===== src/rtl/dual_lane_deser.sv =====
// -----------------------------------------------------------------------------
// dual_lane_deser
//
// Two-lane bit-serial receiver. Each lane collects DW serial bits, LSB first,
// into a private shift register. A finished word goes to an output register
// that has a valid/ready handshake. The transmitter sends the complement of
// each word, so the receiver stores each bit inverted and restores the
// original value.
//
// Build option:
//   DESER_INVERT_EN  defined   -> each received bit is complemented before
//                                 storage (normal link mode).
//                    undefined -> bits are stored unmodified (raw
//                                 deserializer). Handshake and timing are
//                                 identical in both modes.
//
// Ports (x = 0 / 1):
//   clk          in   rising-edge clock
//   rst_n        in   asynchronous active-low reset
//   inx_valid    in   serial bit present on lane x
//   inx          in   serial data bit for lane x
//   inx_ready    out  lane x accepts a bit this cycle (registered state only)
//   outx_valid   out  assembled word available on lane x
//   outx         out  assembled word for lane x (DW bits)
//   outx_ready   in   consumer accepts the word on lane x
//
// The two lanes are separate instances of dual_lane_deser_lane and share no
// state. A stall on one lane therefore cannot affect the other.
// -----------------------------------------------------------------------------

// One receive lane: bit counter, shift register, output register and a
// two-state flow-control FSM.
module dual_lane_deser_lane #(
   parameter int DW = 8
) (
   input  logic          clk,
   input  logic          rst_n,
   input  logic          in_valid,
   input  logic          in_bit,
   output logic          in_ready,
   output logic          out_valid,
   output logic [DW-1:0] out_data,
   input  logic          out_ready
);

   localparam int CW = (DW > 1) ? $clog2(DW) : 1;
   localparam logic [CW-1:0] CNT_LAST = CW'(DW - 1);

   // COLLECT: shifting bits in. HOLD: sh_q holds a complete word that
   // waits for the output register to free up.
   typedef enum logic [0:0] {
      ST_COLLECT = 1'b0,
      ST_HOLD    = 1'b1
   } state_t;

   state_t        state_q, state_d;
   logic [CW-1:0] cnt_q, cnt_d;
   logic [DW-1:0] sh_q, sh_d;
   logic [DW-1:0] out_q, out_d;
   logic          out_valid_q, out_valid_d;
   logic          accept_s;
   logic          pop_s;

   // Polarity applied to each received bit before it is stored.
   function automatic logic store_bit(input logic b);
`ifdef DESER_INVERT_EN
      return ~b;
`else
      return b;
`endif
   endfunction

   // The ready signal comes only from the registered state, so it never
   // depends combinationally on out_ready.
   assign in_ready  = (state_q == ST_COLLECT);
   assign out_valid = out_valid_q;
   assign out_data  = out_q;

   assign accept_s = in_valid && (state_q == ST_COLLECT);
   assign pop_s    = out_valid_q && out_ready;

   // Next-state logic: bit capture, word completion and output handshake.
   always_comb begin
      state_d     = state_q;
      cnt_d       = cnt_q;
      sh_d        = sh_q;
      out_d       = out_q;
      out_valid_d = out_valid_q;

      // A pop empties the output unless a new word refills it below.
      if (pop_s) begin
         out_valid_d = 1'b0;
      end else begin
         out_valid_d = out_valid_q;
      end

      case (state_q)
         ST_COLLECT: begin
            if (accept_s) begin
               sh_d[cnt_q] = store_bit(in_bit);
               if (cnt_q == CNT_LAST) begin
                  cnt_d = '0;
                  // The output register is free when it is empty, or when it
                  // is popped on this same edge (replacement with no bubble).
                  if (!out_valid_q || out_ready) begin
                     out_d       = sh_d;
                     out_valid_d = 1'b1;
                  end else begin
                     state_d = ST_HOLD;
                  end
               end else begin
                  cnt_d = cnt_q + CW'(1);
               end
            end else begin
               cnt_d = cnt_q;
            end
         end
         ST_HOLD: begin
            // Here out_valid_q is 1, so a pop is just out_ready.
            if (pop_s) begin
               out_d       = sh_q;
               out_valid_d = 1'b1;
               state_d     = ST_COLLECT;
            end else begin
               state_d = ST_HOLD;
            end
         end
         default: begin
            state_d = ST_COLLECT;
         end
      endcase
   end

   // State register with asynchronous reset. A reset drops any partial or
   // held word.
   always_ff @(posedge clk or negedge rst_n) begin
      if (!rst_n) begin
         state_q     <= ST_COLLECT;
         cnt_q       <= '0;
         sh_q        <= '0;
         out_q       <= '0;
         out_valid_q <= 1'b0;
      end else begin
         state_q     <= state_d;
         cnt_q       <= cnt_d;
         sh_q        <= sh_d;
         out_q       <= out_d;
         out_valid_q <= out_valid_d;
      end
   end

endmodule

// Top level: two independent lanes.
module dual_lane_deser #(
   parameter int DW = 8
) (
   input  logic          clk,
   input  logic          rst_n,
   input  logic          in0_valid,
   input  logic          in0,
   output logic          in0_ready,
   output logic          out0_valid,
   output logic [DW-1:0] out0,
   input  logic          out0_ready,
   input  logic          in1_valid,
   input  logic          in1,
   output logic          in1_ready,
   output logic          out1_valid,
   output logic [DW-1:0] out1,
   input  logic          out1_ready
);

   dual_lane_deser_lane #(.DW(DW)) u_lane0 (
      .clk       (clk),
      .rst_n     (rst_n),
      .in_valid  (in0_valid),
      .in_bit    (in0),
      .in_ready  (in0_ready),
      .out_valid (out0_valid),
      .out_data  (out0),
      .out_ready (out0_ready)
   );

   dual_lane_deser_lane #(.DW(DW)) u_lane1 (
      .clk       (clk),
      .rst_n     (rst_n),
      .in_valid  (in1_valid),
      .in_bit    (in1),
      .in_ready  (in1_ready),
      .out_valid (out1_valid),
      .out_data  (out1),
      .out_ready (out1_ready)
   );

endmodule


===== config.mk =====
export PLATFORM = sky130hd
export DESIGN_NAME = dual_lane_deser
export DESIGN_NICKNAME = d
export VERILOG_FILES = /design/src/rtl/dual_lane_deser.sv
export SDC_FILE = /design/constraint.sdc
export NUM_CORES = 1
export LEC_CHECK = 0
export CAP_MARGIN = 20
export CORE_MARGIN = 1.5
export CORE_UTILIZATION = 42
export DETAILED_ROUTE_END_ITERATION = 8
export PLACE_DENSITY = 0.62
export SYNTH_ARGS = -nofsm -noshare
export SYNTH_HDL_FRONTEND = slang
export SYNTH_HIERARCHICAL = 1
export SYNTH_SLANG_ARGS = --single-unit

===== constraint.sdc =====
create_clock -name clk -period 2.5 [get_ports clk]
set_input_delay 0.5 -clock clk [delete_from_list [all_inputs] [get_ports clk]]
set_output_delay 0.5 -clock clk [all_outputs]
set_load 0.005 [all_outputs]

Word level (Yosys, flattened, before mapping)
Cells that the tools add are included.
{ "word_totals": {"register_bits": 42, "latch_bits": 0, "mem_bits_rw": 0, "romBits": 0, "in_bits": 8, "output_inout_bits": 20, "mem_count": 0} }
{ "op_classes": {"n_addsub": 2, "multipliers": 0, "n_div": 0, "order_cmp": 4, "eq_ne": 10, "n_shift": 0, "mux": 40, "bitwise_logic": 2, "reduce_logical": 14} }
{ "ops": {"columns": ["op", "n"], "rows": [
  ["two-way mux 8 bit", 8],
  ["case mux 8 bit (2 select lines)", 2],
  ["two-way mux 1 bit", 20],
  ["bitwise mux 8 bit", 2],
  ["inequality test 2 x 1 -> 1 bit (second input constant)", 6],
  ["< comparator 3 x 4 -> 1 bit (second input constant)", 2],
  ["case mux 1 bit (2 select lines)", 4],
  ["AND reduction 4 bit", 2],
  ["adder 3 x 1 -> 3 bit (second input constant)", 2],
  ["demux 1 bit (select 3 bit)", 2],
  ["equality test 3 bit (second input constant)", 2],
  [">= comparator 3 x 1 -> 1 bit (second input constant)", 2],
  ["logical AND 1 bit", 6],
  ["two-way mux 3 bit", 2],
  ["inequality test 2 bit (second input constant)", 2],
  ["AND reduction 2 bit", 2],
  ["logical NOT 1 bit", 2],
  ["logical OR 1 bit", 2],
  ["inverter 1 bit", 2]
]} }

Depth between registers and ports, before layout
{ "depth": {"word_depth": 9, "depth_mapped": 5, "mapped_depth_nobuf": 5} }

Hierarchy
Netlist, hierarchy kept.
{ "by_module_without_submodules": {"columns": ["mod", "n_inst", "cells_per_inst", "area_per_inst_um2", "seq_area_each_um2"], "rows": [
  ["dual_lane_deser_lane (u_lane0)", 1, 88, 1137.3, 525.5],
  ["dual_lane_deser_lane (u_lane1)", 1, 88, 1133.6, 525.5]
]} }

Least setup slack after synthesis
Ideal clock, no wire load.
{ "synth_path": {"path_kind": "flip-flop to flip-flop", "start": "reg u_lane0.cnt_q[1]", "end": "reg u_lane0.out_q[0] (netlist: u_lane0/out_data[0])", "setup_time_ns": 0.125, "arrival_time_ns": 1.623, "required_time_ns": 2.375, "slack_ns": 0.752, "path_stages_with_launch": 6, "path_buffers": 0, "synth_period_minus_slack_ns": 1.748, "cell_sequence": "dfrtp_1 ha_1 ha_1 a21oi_1 a211oi_4 mux2_2"} }
{ "synth_between": {"elab_chain_len": 9, "elab_cells_between_ends": 13} }
{ "synth_rtl": {"columns": ["element", "line_no", "source"], "rows": [
  ["start: declaration", "57", "logic [CW-1:0] cnt_q, cnt_d;"],
  ["start signal: assignment", "145", "cnt_q <= cnt_d;"],
  ["< comparator 3 x 4 -> 1 bit (implied by the code) / >= comparator 3 x 1 -> 1 bit (equally long branches)", "100", "sh_d[cnt_q] = store_bit(in_bit);"],
  ["logical AND 1 bit (implied by the code)", "100", null],
  ["two-way mux 1 bit (implied by the code)", "100", null],
  ["demux 1 bit (select 3 bit)", null, null],
  ["bitwise mux 8 bit", "100", null],
  ["two-way mux 8 bit", "105", "if (!out_valid_q || out_ready) begin"],
  ["two-way mux 8 bit", "101", "if (cnt_q == CNT_LAST) begin"],
  ["two-way mux 8 bit", "99", "if (accept_s) begin"],
  ["case mux 8 bit (2 select lines)", "97", "case (state_q)"],
  ["end signal: assignment", "147", "out_q <= out_d;"],
  ["end: declaration", "59", "logic [DW-1:0] out_q, out_d;"]
]} }
Parallel ways exist; a longest one is shown, timed or not. The select of a mux whose other input is x is not followed.
A chain may end at the register's enable or synchronous reset.

Worst setup path in the final report
{ "layout_path": {"start": "reg u_lane1.cnt_q[0]", "end": "reg u_lane1.out_q[5] (netlist: u_lane1/out_data[5])"} }
{ "layout_between": {"elab_chain_len": 9, "elab_cells_between_ends": 13} }
{ "layout_rtl": {"columns": ["element", "line_no"], "rows": [
  ["start: declaration", "57"],
  ["start signal: assignment", "145"],
  ["< comparator 3 x 4 -> 1 bit (implied by the code) / >= comparator 3 x 1 -> 1 bit (equally long branches)", "100"],
  ["logical AND 1 bit (implied by the code)", "100"],
  ["two-way mux 1 bit (implied by the code)", "100"],
  ["demux 1 bit (select 3 bit)", null],
  ["bitwise mux 8 bit", "100"],
  ["two-way mux 8 bit", "105"],
  ["two-way mux 8 bit", "101"],
  ["two-way mux 8 bit", "99"],
  ["case mux 8 bit (2 select lines)", "97"],
  ["end signal: assignment", "147"],
  ["end: declaration", "59"]
]} }
Parallel ways exist; a longest one is shown, timed or not. The select of a mux whose other input is x is not followed.

==> run summary <==
Final Power: 3530 uW
Post-layout min period: 2.16 ns
Total grt overflow: 0
Ratio of cells with drive above 1 in the final layout: 0.361
Status: finished, final reports clean
Root buf cell: clkbuf_8
Async set-reset flop share out of synthesis: 1.00
Avg Cell Area, Syn: 12.9 sq um
Largest family of logic cells by synthesized area: multiplexers
FF+latch count, synth: 42
Fin. max-slew vios: 0
Ys flop type: dfrtp_1
CTS tree: done
Via/cell ratio: 5.32
Initial antenna violation count: 0
Crit start category: flop
Top Ports: 28
Design Area, Final: 0.00267 sq mm
CTS sink count: 42
Placeable Area: 0.00517 sq mm
Clock Path Buffers: 2
Psw: 1190 uW
Clock edge transition at the registers on the reported setup and hold paths: 0.08 ns
GP Congestion: 0.790
Drt wl/cell: 15.0 microns
Number of global-route vias before repair: 1479
Yosys warnings: 6
Simple-Gate Fraction of Synth Area: 0.150
Xor and xnor area share after synthesis: 0
Synth cell types: 28
Logic pwr share: 0.495
Final Util: 0.516
Post-CTS Setup Inserts: 0
Mux contribution to synthesized area: 0.271
Cts hold-fix bufs: 0
Post_cts resized: 0
Crit path arrival time: 2.34 ns
Synth top area cells: dfrtp_1 46%, mux2_2 25%, ha_1 3.3%
Max_slew headroom: 0.380
Clock network fraction of total power: 0.129
H-tree depth: 2
Hold crit path type: input pin to async pin
ANT cells: 0
TritonCTS buffer count: 5
Leak: 0.00107 uW
Most frequent cells after synthesis: 51 x mux2_2, 42 x dfrtp_1
Site row count: 26
Sequential cell area fraction in the yosys report: 0.463
Routed Antenna Nets: 0
DRC violation count after routing: 0
Clock Skew: 0.00425 ns
Sw frac: 0.338
Worst-skew pair later-pin latency: 0.29 ns
Synthesized Nets: 190
R2R setup slack: 0.34 ns
Post-detail-place hpwl: 2790 microns
RSZ-0062 raised after global routing: false
Peak fanout along the critical path: 13
Internal power: 2330 uW
Final hold violations: 0
Measured slew at the worst slew-check pin: 0.930 ns
Initial drt markers: 97
DRT Pass-1 Iters: 4
Share of total power in sequential cells: 0.376
# nets final: 218
Count leader, synth: mux2_2
Largest net degree at the start of global routing: 43
MaxCap Viol Count: 0
Final setup viols: 0
Post-synth top area share: 0.463
Syn Inst Count: 176
Worst VDD drop: 0.000448 V
First-pass GRT wire length: 7160 microns
Width of the die: 76.5 microns
Fillers: 441
P&R area growth vs syn: 17.6%
Initial Util: 0.439
Period utilisation layout: 0.864
Routed vias: 1464
P per Cell Area: 1320 mW/mm^2
Post-synth top area cell: dfrtp_1
Crit path kind: flop to flop
Full die area: 0.00586 sq mm
Crit. End Element: flop
EDFF count, synth: 0
Die Y: 76.5 microns
GRT Total Usage: 0.157
Setup_tns: 0 ns
Mapped Area: 0.00227 sq mm
Adder-cell share of the synthesized area: 0.0331
Achievable Freq: 0.463 GHz
PortBufs: 27
Synth Area in Compound Gates: 0.0424
Final wirelength: 4120 microns
Required time of the critical path: 2.68 ns
DP Area: 0.00258 sq mm
final timing paths:
kind                                startpoint                  end  depth (start not counted)
max reg2reg                   u_lane1/cnt_q[0]  u_lane1/out_data[5]                          5
min in group clk           u_lane0/out_data[6]  u_lane0/out_data[6]                          1
max                           u_lane1/cnt_q[0]  u_lane1/out_data[5]                          5
max in group asynchronous                rst_n      u_lane0/sh_q[3]                          1
min                                      rst_n     u_lane1/cnt_q[0]                          1
min reg2reg                u_lane0/out_data[6]  u_lane0/out_data[6]                          1
placed cells by master (no fill, tap or decap), drive strengths merged, types with 3 or more instances in the layout:
| cell | synthesis | layout |
|---|---|---|
| nor4bb | 3 | 3 |
| nand3b | 6 | 6 |
| clkdlybuf4s50 | 0 | 26 |
| mux2 | 54 | 54 |
| nor4b | 6 | 6 |
| ha | 6 | 6 |
| o21ai | 4 | 4 |
| inv | 4 | 4 |
| dfrtp | 42 | 42 |
| buf | 8 | 5 |
| nor2 | 6 | 6 |
| clkbuf | 2 | 6 |
| a21oi | 4 | 4 |
| nor2b | 4 | 4 |
| and4bb | 3 | 3 |
| nor3b | 6 | 6 |
| nand2 | 6 | 6 |
state kept, by name (all words and copies together) (netlist names):
name               count
u_lane1/sh_q           8
u_lane0/sh_q           8
u_lane0/out_data       8
u_lane0/state_q        1
u_lane0/cnt_q          3
u_lane1/state_q        1
u_lane1/out_valid      1
u_lane0/out_valid      1
u_lane1/cnt_q          3
u_lane1/out_data       8
per-stage QoR:
step,std cells,setup WS (ns),hold WS [ns]
6_report,275,0.339,0.337
5_1_grt,275,0.178,0.420
3_5_place_dp,267,0.241,0.492
3_3_place_gp,267,0.261,0.485
4_1_cts,275,0.340,0.377
2_1_floorplan,176,0.752,0.204
worst max-delay path: stages, from the launching register on:
cell and delay [ns]:
dfrtp_1 0.60, ha_1 0.25, ha_1 0.20, a21oi_2 0.09, a211oi_4 0.51, mux2_2 0.40
routing by layer:
layer | part of all wire | track usage
met4 | 0.0099 | 0.0685
met3 | 0.034 | 0.0491
met1 | 0.50 | 0.212
met2 | 0.46 | 0.229
met5 | 0 | 0
cell families (layout without fill, tap and decap cells):
kind of cell,after synthesis,in the layout
AOI/OAI and AO/OA,12,12
buffers and inverters,14,43
adders and majority gates,6,6
and+or+nand+nor,48,48
muxes,54,54
DFF,42,42
area by class of cell:
class	instances	area [sq um]	share of cell area
multi-input cells	120	1130	0.422
flip-flops and latches	42	1050	0.393
repair buffers	31	295	0.111
well taps	70	87.6	0.0328
clock buffers	6	82.6	0.0309
inverters	4	15.0	0.00562
clock inverters	2	12.5	0.00468
power by group through the flow:
stage / clock network [uW] / logic (uW) / registers [uW]
final: 456 / 1740 / 1330
after global routing: 512 / 1910 / 1380
after CTS: 478 / 1770 / 1330
after detailed placement: 0 / 1760 / 1340
after global placement: 0 / 1690 / 1310
after floorplan: 0 / 1260 / 1270
Note: power is estimated with default switching activity, not from simulation.
==> patch 1: new RTL, config.mk and constraints unchanged <==
`DW` is set to 8 in 2 places; all go to 16.
--- a/src/rtl/dual_lane_deser.sv
+++ b/src/rtl/dual_lane_deser.sv
@@ -33,3 +33,3 @@
 module dual_lane_deser_lane #(
-   parameter int DW = 8
+   parameter int DW = 16
 ) (
@@ -155,3 +155,3 @@
 module dual_lane_deser #(
-   parameter int DW = 8
+   parameter int DW = 16
 ) (
Ports: changed (resized out0 and out1); port bits go from 28 to 44. The function was not compared with the original's and may differ.
==> patch 1 against the unedited design <==
- sequential power rose by 62%
- worst setup slack got worse by 0.099 ns
- sequential cell count rose by 34
- wire length rose by 96%
- total power rose by 42%
- design area rose by 84%
- synthesized area rose by 84%
- critical endpoint is now in1_ready
- highest routed layer unchanged
- die area rose by 80%
==> patch 1: results (changes against the unedited design) <==
| Metric | Value |
|---|---|
| Run status | complete, no violations (unchanged) |
| LEAKAGE | 2.10 nW (was 1.07 nW) |
| Worst Path Arrival | 1.76 ns (was 2.34 ns) |
| Post-detail-place hpwl | 5180 um (was 2790 um) |
| DR iter-0 viols | 52 (was 97) |
| Met3 wire length | 290 um (was 142 um) |
| R2r endpoint | u_lane0/out_data[8] (was u_lane1/out_data[5]) |
| Reg2reg start | u_lane0/cnt_q[0] (was u_lane1/cnt_q[0]) |
| CP delay by family, top | flip-flops (unchanged) |
| First-pass GRT wire length | 13300 um (was 7160 um) |
| Mapped Nets | 350 (was 190) |
| IO buf count | 43 (was 27) |
| Worst hold slack | 0.164 ns (was 0.337 ns) |
| Setup Skew | 0.0151 ns (was 0.00425 ns) |
| Setup slack, reg-to-reg | 0.39 ns (was 0.34 ns) |
| Met1 WL | 3620 um (was 2050 um) |
| Top cells by count, synth | 81 x mux2_2, 76 x dfrtp_1, 28 x nand2_1 (was 51 x mux2_2, 42 x dfrtp_1) |
| H-tree depth | 3 (was 2) |
| CTS buffer count | 9 (was 5) |
| Post-synthesis sequential area ratio | 45.5% (was 46.3%) |
| Later-pin clock latency in the skew report | 0.34 ns (was 0.29 ns) |
| Non-Filler Instances | 511 (was 275) |
| Placed Cells incl. Taps | 495 (was 267) |
| Distinct cell type count after synthesis | 40 (was 28) |
| Post-CTS setup buffer count | 0 (unchanged) |
| Clock slew at reported path FFs | 0.08 ns (about the same) |
| Relative slew slack | 41.9% (was 38.0%) |
| Synth area leaders | dfrtp_1 46%, mux2_2 22%, ha_1 3.9% (was dfrtp_1 46%, mux2_2 25%, ha_1 3.3%) |
| Slowest stage delay, CP | 0.83 ns (was 0.60 ns) |
| Number of global-route vias before repair | 2716 (was 1479) |
| Gr usage total | 16.2% (was 15.7%) |
| Max VDD drop | 0.423 mV (was 0.448 mV) |
| Synth Instances | 329 (was 176) |
| Wirelength per Cell | 15.8 um (was 15.0 um) |
| Share of cells above drive strength 1 | 33.3% (was 36.1%) |
| Max FO, Critical Path | 23 (was 13) |
| Dpl cell area | 4730 um2 (was 2580 um2) |
| Met2 WL post-DR | 4080 um (was 1890 um) |
| Vias per inst | 5.30 (was 5.32) |
| Final nets | 394 (was 218) |
| RePlAce Congestion | 0.876 (was 0.790) |
| Largest net degree at the start of global routing | 77 (was 43) |
| Crit-path slowest cell | dfrtp_1 (unchanged) |
==> patch 1: cell families (layout without fill, tap and decap cells) <==
family	Yosys count	count (layout)	share of synthesized area, %
AOI/OAI and AO/OA	19	19	3.90
muxes	96	96	26.4
adders and majority gates	13	13	3.90
buffers and inverters	29	78	4.43
xor gates and xnor gates	1	1	0.210
and+or+nand+nor	95	95	15.6
DFF	76	76	45.5
==> patch 1: area by class of cell <==
| cell class | count | area, um2 |
|---|---|---|
| Clock inverter | 4 | 48.8 |
| Fill cell | 900 | 4810 |
| Inverter | 6 | 22.5 |
| Tap cell | 133 | 166 |
| Multi-Input combinational cell | 224 | 2090 |
| Timing Repair Buffer | 56 | 551 |
| Clock buffer | 12 | 145 |
| Sequential cell | 76 | 1900 |
==> patch 1: how the worst max path moves through the flow <==
stage	start	endpoint	slack (ns)	cells past startpoint
2_1_floorplan	u_lane0/cnt_q[0]	u_lane0/out_data[8]	0.66	5
3_3_place_gp	in1_valid	u_lane1/out_data[6]	0.41	5
3_5_place_dp	in1_valid	u_lane1/out_data[9]	0.37	5
4_1_cts	u_lane1/state_q	in1_ready	0.22	2
5_1_grt	u_lane1/state_q	in1_ready	0.12	2
6_report	u_lane1/state_q	in1_ready	0.24	2
==> patch 1: metrics by stage <==
step | setup WS [ns] | utilization (%)
floorplan | 0.655 | -
global placement | 0.414 | 48.6
detailed placement | 0.374 | 48.6
CTS | 0.221 | 50.6
global route | 0.122 | 50.6
finish | 0.240 | 50.6
==> patch 1: metal layers <==
metal | up-vias | global-route usage, %
met4 | 0 | 3.69
met5 | - | 0
met1 | 1370 | 20.7
met2 | 39 | 27.7
met3 | 7 | 4.27
li1 | 1292 | -
==> patch 1: power breakdown <==
| group | switching [mW] | total (mW) | internal (mW) |
|---|---|---|---|
| clock | 0.439 | 0.927 | 0.488 |
| combinational | 0.679 | 1.92 | 1.24 |
| sequential | 0.443 | 2.15 | 1.71 |
==> patch 2: new RTL, same settings <==
Without the edit above. Take the reset off `sh_q` and load it in a clocked block of its own.
--- a/src/rtl/dual_lane_deser.sv
+++ b/src/rtl/dual_lane_deser.sv
@@ -139,3 +139,2 @@
          cnt_q       <= '0;
-         sh_q        <= '0;
          out_q       <= '0;
@@ -145,3 +144,2 @@
          cnt_q       <= cnt_d;
-         sh_q        <= sh_d;
          out_q       <= out_d;
@@ -149,2 +147,6 @@
       end
+   end
+
+   always_ff @(posedge clk) begin
+      sh_q <= sh_d;
    end
Function: no difference found for any inputs over 10 cycles, from zero or initial values and one cycle with rst_n low; that may be too few to reach the edited logic, so the function may still have changed.
==> patch 2 against the unedited design <==
- maximum frequency grew 7.5%
- design area rose by 4.2%
- worst setup slack improved by 0.15 ns
- total power rose by 4.0%
- sequential cell count unchanged
- largest cell class is now sequential cells
- utilization down 0.80 points
- wire length rose by 2.5%
- first-iteration DRC count shrank 26%
- synthesized area is 4.0% higher
==> patch 2: results (changes against the unedited design) <==
| Metric | Value |
|---|---|
| Run status | complete, no violations (unchanged) |
| Power Clock | 0.442 mW (was 0.456 mW) |
| Final nets | 219 (was 218) |
| RePlAce Congestion | 0.708 (was 0.790) |
| Max FO, Critical Path | 15 (was 13) |
| Post-synthesis sequential area ratio | 47.9% (was 46.3%) |
| Gr usage total | 15.1% (was 15.7%) |
| Placed Cells incl. Taps | 270 (was 267) |
| Setup Skew | 0.00380 ns (was 0.00425 ns) |
| Top cells by count, synth | 50 x mux2_2, 26 x dfrtp_1, 16 x edfxtp_1 (was 51 x mux2_2, 42 x dfrtp_1) |
| Number of flops mapped to enable cells by yosys | 16 (was 0) |
| Synth Instances | 174 (was 176) |
| Share of cells above drive strength 1 | 36.4% (was 36.1%) |
| Vias per inst | 5.31 (was 5.32) |
| Post-detail-place hpwl | 2850 um (was 2790 um) |
| Post-synthesis async set-or-reset flop share | 61.9% (was 100%) |
| Worst Path Arrival | 1.51 ns (was 2.34 ns) |
| Wirelength per Cell | 15.2 um (was 15.0 um) |
| Number of global-route vias before repair | 1487 (was 1479) |
| Non-Filler Instances | 278 (was 275) |
| Hold crit path type | flip-flop to flip-flop (was input port to asynchronous set/reset pin) |
| First-pass GRT wire length | 7180 um (was 7160 um) |
| Net Sw Power | 1.22 mW (was 1.19 mW) |
| Setup slack, reg-to-reg | 0.64 ns (was 0.34 ns) |
| Mapped Nets | 188 (was 190) |
| R2r endpoint | u_lane1/out_data[4] (was u_lane1/out_data[5]) |
| Largest net degree at the start of global routing | 27 (was 43) |
| DR iter-0 viols | 72 (was 97) |
patch 2: cell types whose count changed in the layout (fill, tap and decap cells not counted), sizes merged, moves of 2 or more:
cell,change
nor3b,-2
nor4bb,+3
edfxtp,+16
dfrtp,-16
and4bb,-3
nand3b,-2
buf,+4
patch 2: logic make-up after synthesis:
logic type	after synthesis	share of synthesized area [%]
flip-flops	42	47.9
multiplexers	54	26.4
buffers and inverters	16	4.77
AO/OA/AOI/OAI	12	4.08
AND/OR/NAND/NOR	44	13.7
adder cells (fa/ha/maj)	6	3.18
patch 2: layout make-up:
cell class                      count  area [um2]
Clock buffer                        7        86.3
Clock inverter                      1        5.00
Fill cell                         474        2690
Inverter                            4        15.0
Multi-Input combinational cell    116        1120
Sequential cell                    42        1130
Tap cell                           72        90.1
Timing Repair Buffer               36         338
patch 2: worst max path at each step:
stage | depth (start not counted) | end
final | 2 | in1_ready
after global routing | 2 | in1_ready
after CTS | 2 | in1_ready
after detailed placement | 4 | u_lane0/out_data[4]
after global placement | 4 | u_lane0/out_data[2]
after floorplan | 5 | u_lane0/out_data[0]
patch 2: stage by stage:
step                      worst slack (ns)  hold slack [ns]  area (um2)
after floorplan                      0.747            0.204        2360
after global placement               0.344            0.495        2690
after detailed placement             0.336            0.496        2690
after CTS                            0.492            0.513        2780
after global routing                 0.382            0.524        2780
final                                0.490            0.506        2780
patch 2: layer usage:
| metal | vias to the layer above | track usage [%] | wire length, um |
|---|---|---|---|
| met5 | - | 0 | 0 |
| met4 | 0 | 4.64 | 31 |
| met3 | 4 | 4.82 | 196 |
| met2 | 37 | 23.3 | 1960 |
| met1 | 725 | 20.2 | 2040 |
| li1 | 710 | - | - |
patch 2: worst max-delay path: cells and delay by family, from the launching register on:
kind / cells / cell delay, ns
flip-flops: 1 / 0.68
buffers and inverters: 2 / 0.53
